**config.mk**
```make
export PLATFORM = sky130hd
export DESIGN_NAME = multicycle_cu_flat
export DESIGN_NICKNAME = d
export VERILOG_FILES = /design/src/rtl/multicycle_cu_if.sv /design/src/rtl/multicycle_cu.sv /design/src/flat_wrapper.sv
export SDC_FILE = /design/constraint.sdc
export NUM_CORES = 1
export LEC_CHECK = 0
export ABC_AREA = 0
export CAP_MARGIN = 10
export CORE_AREA = 8 8 65 67
export DETAILED_ROUTE_END_ITERATION = 8
export DIE_AREA = 0 0 73 75
export HOLD_SLACK_MARGIN = 0.02
export PLACE_DENSITY = 0.78
export SLEW_MARGIN = 20
export SYNTH_ARGS = -nofsm -noshare
export SYNTH_HDL_FRONTEND = slang
export SYNTH_SLANG_ARGS = --single-unit
```
**constraint.sdc**
```tcl
create_clock -name clk -period 1.95 [get_ports clk]
set_input_delay 0.4875 -clock clk [delete_from_list [all_inputs] [get_ports clk]]
set_output_delay 0.4875 -clock clk [all_outputs]
set_load 0.05 [all_outputs]
```
**src/rtl/multicycle_cu_if.sv**
```systemverilog
// Control bundle between the multi-cycle sequencer and the accumulator datapath.
// The sequencer takes the master side; the datapath or bench takes the slave side.
interface multicycle_cu_if;
  logic [5:0]  op;
  logic        acc_zero;
  logic        ir_wr_en;
  logic        pc_rst;
  logic        pc_run;
  logic        pc_wr_en;
  logic        acc_rst;
  logic        acc_wr_en;
  logic        mm_wr_en;
  logic [2:0]  alu_op;
  logic [1:0]  mux1_select;
  logic [1:0]  mux2_select;
  logic [1:0]  mux3_select;
  logic [1:0]  mux4_select;
  logic [2:0]  state;
  logic        halted;
  logic        illegal;
  logic [15:0] retired;

  modport master (
    input  op, acc_zero,
    output ir_wr_en, pc_rst, pc_run, pc_wr_en, acc_rst, acc_wr_en, mm_wr_en,
    output alu_op, mux1_select, mux2_select, mux3_select, mux4_select,
    output state, halted, illegal, retired
  );

  modport slave (
    output op, acc_zero,
    input  ir_wr_en, pc_rst, pc_run, pc_wr_en, acc_rst, acc_wr_en, mm_wr_en,
    input  alu_op, mux1_select, mux2_select, mux3_select, mux4_select,
    input  state, halted, illegal, retired
  );
endinterface

```
**src/rtl/multicycle_cu.sv**
```systemverilog
// Moore sequencer for the accumulator datapath: FETCH/DECODE/EXEC(/WB) per instruction,
// with halt, illegal-opcode and retired-instruction status.
module multicycle_cu (
  input  logic           clk,
  input  logic           rst,
  multicycle_cu_if.master bus
);
  localparam logic [2:0] S_RST    = 3'd0;
  localparam logic [2:0] S_FETCH  = 3'd1;
  localparam logic [2:0] S_DECODE = 3'd2;
  localparam logic [2:0] S_EXEC   = 3'd3;
  localparam logic [2:0] S_WB     = 3'd4;
  localparam logic [2:0] S_HALT   = 3'd5;

  localparam logic [5:0] OP_NOP = 6'b000000;
  localparam logic [5:0] OP_LDA = 6'b000001;
  localparam logic [5:0] OP_STA = 6'b000010;
  localparam logic [5:0] OP_ADD = 6'b000011;
  localparam logic [5:0] OP_SUB = 6'b000100;
  localparam logic [5:0] OP_AND = 6'b000101;
  localparam logic [5:0] OP_JMP = 6'b000110;
  localparam logic [5:0] OP_JZ  = 6'b000111;
  localparam logic [5:0] OP_CLR = 6'b001000;
  localparam logic [5:0] OP_HLT = 6'b111111;

  logic [2:0]  r_state;
  logic [2:0]  w_next;
  logic [5:0]  r_op_q;
  logic [15:0] r_retired;
  logic        w_needs_wb;
  logic        w_is_alu;
  logic        w_retire;
  logic [2:0]  w_alu_op;

  always_comb begin
    w_needs_wb = (r_op_q == OP_LDA) || (r_op_q == OP_ADD) ||
                 (r_op_q == OP_SUB) || (r_op_q == OP_AND);
    w_is_alu   = (r_op_q == OP_ADD) || (r_op_q == OP_SUB) || (r_op_q == OP_AND);
    w_alu_op   = 3'b000;
    if (r_op_q == OP_SUB) w_alu_op = 3'b001;
    if (r_op_q == OP_AND) w_alu_op = 3'b010;
  end

  always_comb begin
    w_next = r_state;
    case (r_state)
      S_RST:    w_next = S_FETCH;
      S_FETCH:  w_next = S_DECODE;
      S_DECODE: w_next = (bus.op == OP_HLT) ? S_HALT : S_EXEC;
      S_EXEC:   w_next = w_needs_wb ? S_WB : S_FETCH;
      S_WB:     w_next = S_FETCH;
      S_HALT:   w_next = S_HALT;
      default:  w_next = S_RST;
    endcase
  end

  // HLT retires on entering HALT; everything else retires on its return to FETCH.
  assign w_retire = ((r_state == S_EXEC) && !w_needs_wb) || (r_state == S_WB) ||
                    ((r_state == S_DECODE) && (bus.op == OP_HLT));

  always_ff @(posedge clk) begin
    if (rst) begin
      r_state   <= S_RST;
      r_op_q    <= 6'd0;
      r_retired <= 16'd0;
    end else begin
      r_state <= w_next;
      if ((r_state == S_DECODE) && (bus.op != OP_HLT)) r_op_q <= bus.op;
      if (w_retire) r_retired <= r_retired + 16'd1;
    end
  end

  always_comb begin
    bus.ir_wr_en    = 1'b0;
    bus.pc_rst      = 1'b0;
    bus.pc_run      = 1'b0;
    bus.pc_wr_en    = 1'b0;
    bus.acc_rst     = 1'b0;
    bus.acc_wr_en   = 1'b0;
    bus.mm_wr_en    = 1'b0;
    bus.alu_op      = 3'b000;
    bus.mux1_select = 2'b00;
    bus.mux2_select = 2'b00;
    bus.mux3_select = 2'b00;
    bus.mux4_select = 2'b00;
    bus.halted      = 1'b0;
    bus.illegal     = 1'b0;
    case (r_state)
      S_RST: begin
        bus.pc_rst  = 1'b1;
        bus.acc_rst = 1'b1;
      end
      S_FETCH: bus.ir_wr_en = 1'b1;
      S_EXEC: begin
        case (r_op_q)
          OP_NOP: bus.pc_run = 1'b1;
          OP_LDA, OP_ADD, OP_SUB, OP_AND: begin
            bus.mux2_select = 2'b01;
            bus.alu_op      = w_alu_op;
          end
          OP_STA: begin
            bus.mm_wr_en = 1'b1;
            bus.pc_run   = 1'b1;
          end
          OP_JMP: bus.pc_wr_en = 1'b1;
          // acc_zero only matters here; mux4 stays on imm for the jump target
          OP_JZ: begin
            bus.pc_wr_en = bus.acc_zero;
            bus.pc_run   = !bus.acc_zero;
          end
          OP_CLR: begin
            bus.acc_rst = 1'b1;
            bus.pc_run  = 1'b1;
          end
          default: begin
            bus.illegal = 1'b1;
            bus.pc_run  = 1'b1;
          end
        endcase
      end
      S_WB: begin
        bus.acc_wr_en = 1'b1;
        bus.pc_run    = 1'b1;
        if (w_is_alu) begin
          bus.mux1_select = 2'b01;
          bus.mux2_select = 2'b01;
          bus.alu_op      = w_alu_op;
        end
      end
      S_HALT: bus.halted = 1'b1;
      default: ;
    endcase
  end

  assign bus.state   = r_state;
  assign bus.retired = r_retired;
endmodule

```
**src/flat_wrapper.sv**
```systemverilog
// flat-port wrapper written by rule: the top's interface ports become plain ports
module multicycle_cu_flat 
  (clk, rst, bus_op, bus_acc_zero, bus_ir_wr_en, bus_pc_rst, bus_pc_run, bus_pc_wr_en, bus_acc_rst, bus_acc_wr_en, bus_mm_wr_en, bus_alu_op, bus_mux1_select, bus_mux2_select, bus_mux3_select, bus_mux4_select, bus_state, bus_halted, bus_illegal, bus_retired);
  multicycle_cu_if bus_i ();
  input  logic clk;
  input  logic rst;
  input wire logic [$bits(bus_i.op)-1:0] bus_op;
  input wire logic [$bits(bus_i.acc_zero)-1:0] bus_acc_zero;
  output wire logic [$bits(bus_i.ir_wr_en)-1:0] bus_ir_wr_en;
  output wire logic [$bits(bus_i.pc_rst)-1:0] bus_pc_rst;
  output wire logic [$bits(bus_i.pc_run)-1:0] bus_pc_run;
  output wire logic [$bits(bus_i.pc_wr_en)-1:0] bus_pc_wr_en;
  output wire logic [$bits(bus_i.acc_rst)-1:0] bus_acc_rst;
  output wire logic [$bits(bus_i.acc_wr_en)-1:0] bus_acc_wr_en;
  output wire logic [$bits(bus_i.mm_wr_en)-1:0] bus_mm_wr_en;
  output wire logic [$bits(bus_i.alu_op)-1:0] bus_alu_op;
  output wire logic [$bits(bus_i.mux1_select)-1:0] bus_mux1_select;
  output wire logic [$bits(bus_i.mux2_select)-1:0] bus_mux2_select;
  output wire logic [$bits(bus_i.mux3_select)-1:0] bus_mux3_select;
  output wire logic [$bits(bus_i.mux4_select)-1:0] bus_mux4_select;
  output wire logic [$bits(bus_i.state)-1:0] bus_state;
  output wire logic [$bits(bus_i.halted)-1:0] bus_halted;
  output wire logic [$bits(bus_i.illegal)-1:0] bus_illegal;
  output wire logic [$bits(bus_i.retired)-1:0] bus_retired;
  assign bus_i.op = bus_op;
  assign bus_i.acc_zero = bus_acc_zero;
  assign bus_ir_wr_en = bus_i.ir_wr_en;
  assign bus_pc_rst = bus_i.pc_rst;
  assign bus_pc_run = bus_i.pc_run;
  assign bus_pc_wr_en = bus_i.pc_wr_en;
  assign bus_acc_rst = bus_i.acc_rst;
  assign bus_acc_wr_en = bus_i.acc_wr_en;
  assign bus_mm_wr_en = bus_i.mm_wr_en;
  assign bus_alu_op = bus_i.alu_op;
  assign bus_mux1_select = bus_i.mux1_select;
  assign bus_mux2_select = bus_i.mux2_select;
  assign bus_mux3_select = bus_i.mux3_select;
  assign bus_mux4_select = bus_i.mux4_select;
  assign bus_state = bus_i.state;
  assign bus_halted = bus_i.halted;
  assign bus_illegal = bus_i.illegal;
  assign bus_retired = bus_i.retired;
  multicycle_cu u_core (.clk(clk), .rst(rst), .bus(bus_i));
endmodule
```
==> metrics <==
CTS buffer count 3; CTS Root Cell clkbuf_4; total gr overflow 0; largest net degree at the start of global routing 26; DP Cell Count 263; Buf/Inv on CP 2; initial antenna violation count 0; FFs w/ async S/R, synth 0%; share of power burned in registers 44.8%; Min-Delay Endpoint u_core.bus.retired[1]; Final min period 2.21 ns; vias per inst 5.29; Clk pwr share 19.0%; Setup Slack @ Placement -0.233 ns; Die Y 75 um; Final Slew Violations 0; latest clock arrival within the worst-skew pair 0.33 ns; Synth Cell Area 1380 um2; most frequent cells in the layout 45 x buf_4, 25 x nor2_1, 18 x dfxtp_1; CORE AREA 3230 um2; synth warn 0; Period Utilization, post-route 113%; Initial Util 42.6%; clock skew 0.0189 ns; 1st-pass router iterations 5; worst endpoint data arrival time 1.72 ns; Worst setup SP type flip-flop; Detailed Place HPWL 3050 um; R2R Path Start u_core.bus.state[0]; Min-Delay Startpoint u_core.bus.retired[1]; post-synthesis cell count 171; DRC viols 0; diode count 0; clock slew seen by the registers of the worst setup and hold paths 0.14 ns; EDFF count, synth 0; worst setup path category flip-flop to output port; P_sw 0.000432 W; Final Hold Vio Count 0; ANT nets after route 0; Final setup viols 20; fin cells 289; slowest cell on the critical path or3b_4; max-cap violation count 0; Die Wd 73 um; r2r setup slk -0.10 ns; site row count 21; hold_buf cts 0; crit end category output port; via count 1,528; Fmax 453 MHz; VDD IR max 0.000331 V; slowest stage delay, CP 0.41 ns; Final Wtd Congestion 0.939; CTS Sinks 25; fill count 225; flops & latches, synth 25; register area share after synthesis 36.3%; synth unique cells 40; final WL 4540 um; CTS tree done; I/O pin cnt 48; Max FO, Critical Path 3; combinational share of power 36.2%; commonest non-fill, non-tap cell in the layout buf_4; hold path cells 2; Total GRT Usage 15.7%; die area 5480 um2; Sw Share 35.1%; Internal 0.000799 W; Area growth syn-to-layout 79.4%; H-tree Lvls 1; reg2reg end u_core.bus.retired[13]; first-pass GRT wire length 6830 um; final setup margin -0.259 ns; CP Cell Sequence or3b_4 > clkinvlp_4 > nor2_4 > nor4b_4 > buf_12; nets 254; WP data required 1.46 ns; CP top delay family simple AND/OR/NAND/NOR gates; Port Buf Inserts 40; RSZ-0062 raised after global routing yes; Hold Path Class flip-flop to flip-flop; Final Power 0.00123 W; top_reg_cell synth dfxtp_1; stages on the worst setup path 5; status finished, violations left; wire length per cell 15.7 um; Avg Cell Area, Syn 8.06 um2; Reg2Reg Depth 8; layout cells sized above 1 48.6%; Pwr Density 498 nW/um2; Longest Clk Path Bufs 2; failing checks setup timing; Leak 0.965 nW; final core occ 76.5%; DR iter-0 viols 55; number of global-route vias before repair 1,480
what timing repair did:
item                       4_1_cts  5_1_grt
setup buffers                   10       12
gates resized for setup         26       23
setup endpoints to repair       11       29
pin swaps                        9       18
per-layer routing:
layer	vias to the layer above	track usage, %	share of wire, %
met5	-	0	0
met3	7	2.80	3.9
li1	741	-	-
met4	0	6.44	1.9
met2	35	30.8	54
met1	745	15.9	40
cells by family after synthesis:
group | after synthesis | share of synthesized area, %
AOI/OAI and AO/OA | 34 | 17.0
other | 1 | 0.272
adders and majority gates | 1 | 0.908
buffers and inverters | 19 | 7.90
muxes | 4 | 2.91
DFF | 25 | 36.3
xor gates and xnor gates | 11 | 6.99
and+or+nand+nor | 76 | 27.7
power by group through the flow:
stage	registers [W]	logic, W	clock network [W]
after floorplan	0.000576	0.000211	0
after global placement	0.000560	0.000339	0
after detailed placement	0.000562	0.000345	0
after CTS	0.000550	0.000401	0.000244
after global routing	0.000555	0.000468	0.000258
final	0.000552	0.000445	0.000234
through the flow:
| step | hold WS [ns] | setup TNS, ns | area [um2] |
|---|---|---|---|
| after CTS | 0.508 | -1.59 | 2290 |
| after detailed placement | 0.451 | -3.90 | 2090 |
| after floorplan | 0.485 | -1.86 | 1530 |
| after global placement | 0.444 | -2.92 | 2090 |
| after global routing | 0.536 | -3.98 | 2470 |
| final | 0.509 | -2.31 | 2470 |
synth_stat cells (5+ instances only):
cell type	n	area (um2)
xor2_1	11	96.3
or3_1	5	31.3
nor3_1	7	35.0
a21oi_1	8	40.0
o21ai_0	7	35.0
dfxtp_1	25	500
nand2_1	10	37.5
o211ai_1	6	45.0
nor2_1	30	113
buf_4	9	67.6
nand4_1	5	31.3
worst max path at each step:
| stage | slack (ns) | startpoint | to |
|---|---|---|---|
| global placement | -0.19 | bus_op[2] | u_core.bus.retired[15] |
| floorplan | -0.45 | u_core.bus.state[2] | bus_alu_op[1] |
| finish | -0.26 | u_core.bus.state[0] | bus_alu_op[1] |
| CTS | -0.28 | u_core.bus.state[0] | bus_alu_op[1] |
| global route | -0.34 | u_core.bus.state[2] | bus_alu_op[1] |
| detailed placement | -0.23 | bus_op[2] | u_core.bus.retired[9] |
registers in the layout (all words and copies together), names as in the netlist:
register            cells
u_core.bus.retired     16
u_core.bus.state        3
u_core.r_op_q           6
layout make-up:
type | count | area (um2) | area share [%]
Clock inverter | 1 | 5.00 | 0.203
Timing Repair Buffer | 79 | 823 | 33.3
Multi-Input combinational cell | 133 | 1030 | 41.8
Inverter | 2 | 11.3 | 0.456
Clock buffer | 3 | 22.5 | 0.911
Sequential cell | 25 | 519 | 21.0
Tap cell | 46 | 57.6 | 2.33
worst reg2reg max path, stage by stage, from the launching register on:
cell	delay, ns
dfxtp_4	0.37
buf_6	0.12
buf_6	0.11
or3b_4	0.39
o31ai_4	0.27
buf_4	0.17
o21ai_4	0.08
or3_4	0.34
a21oi_2	0.12
No activity file was read; power rests on OpenSTA's default activity.
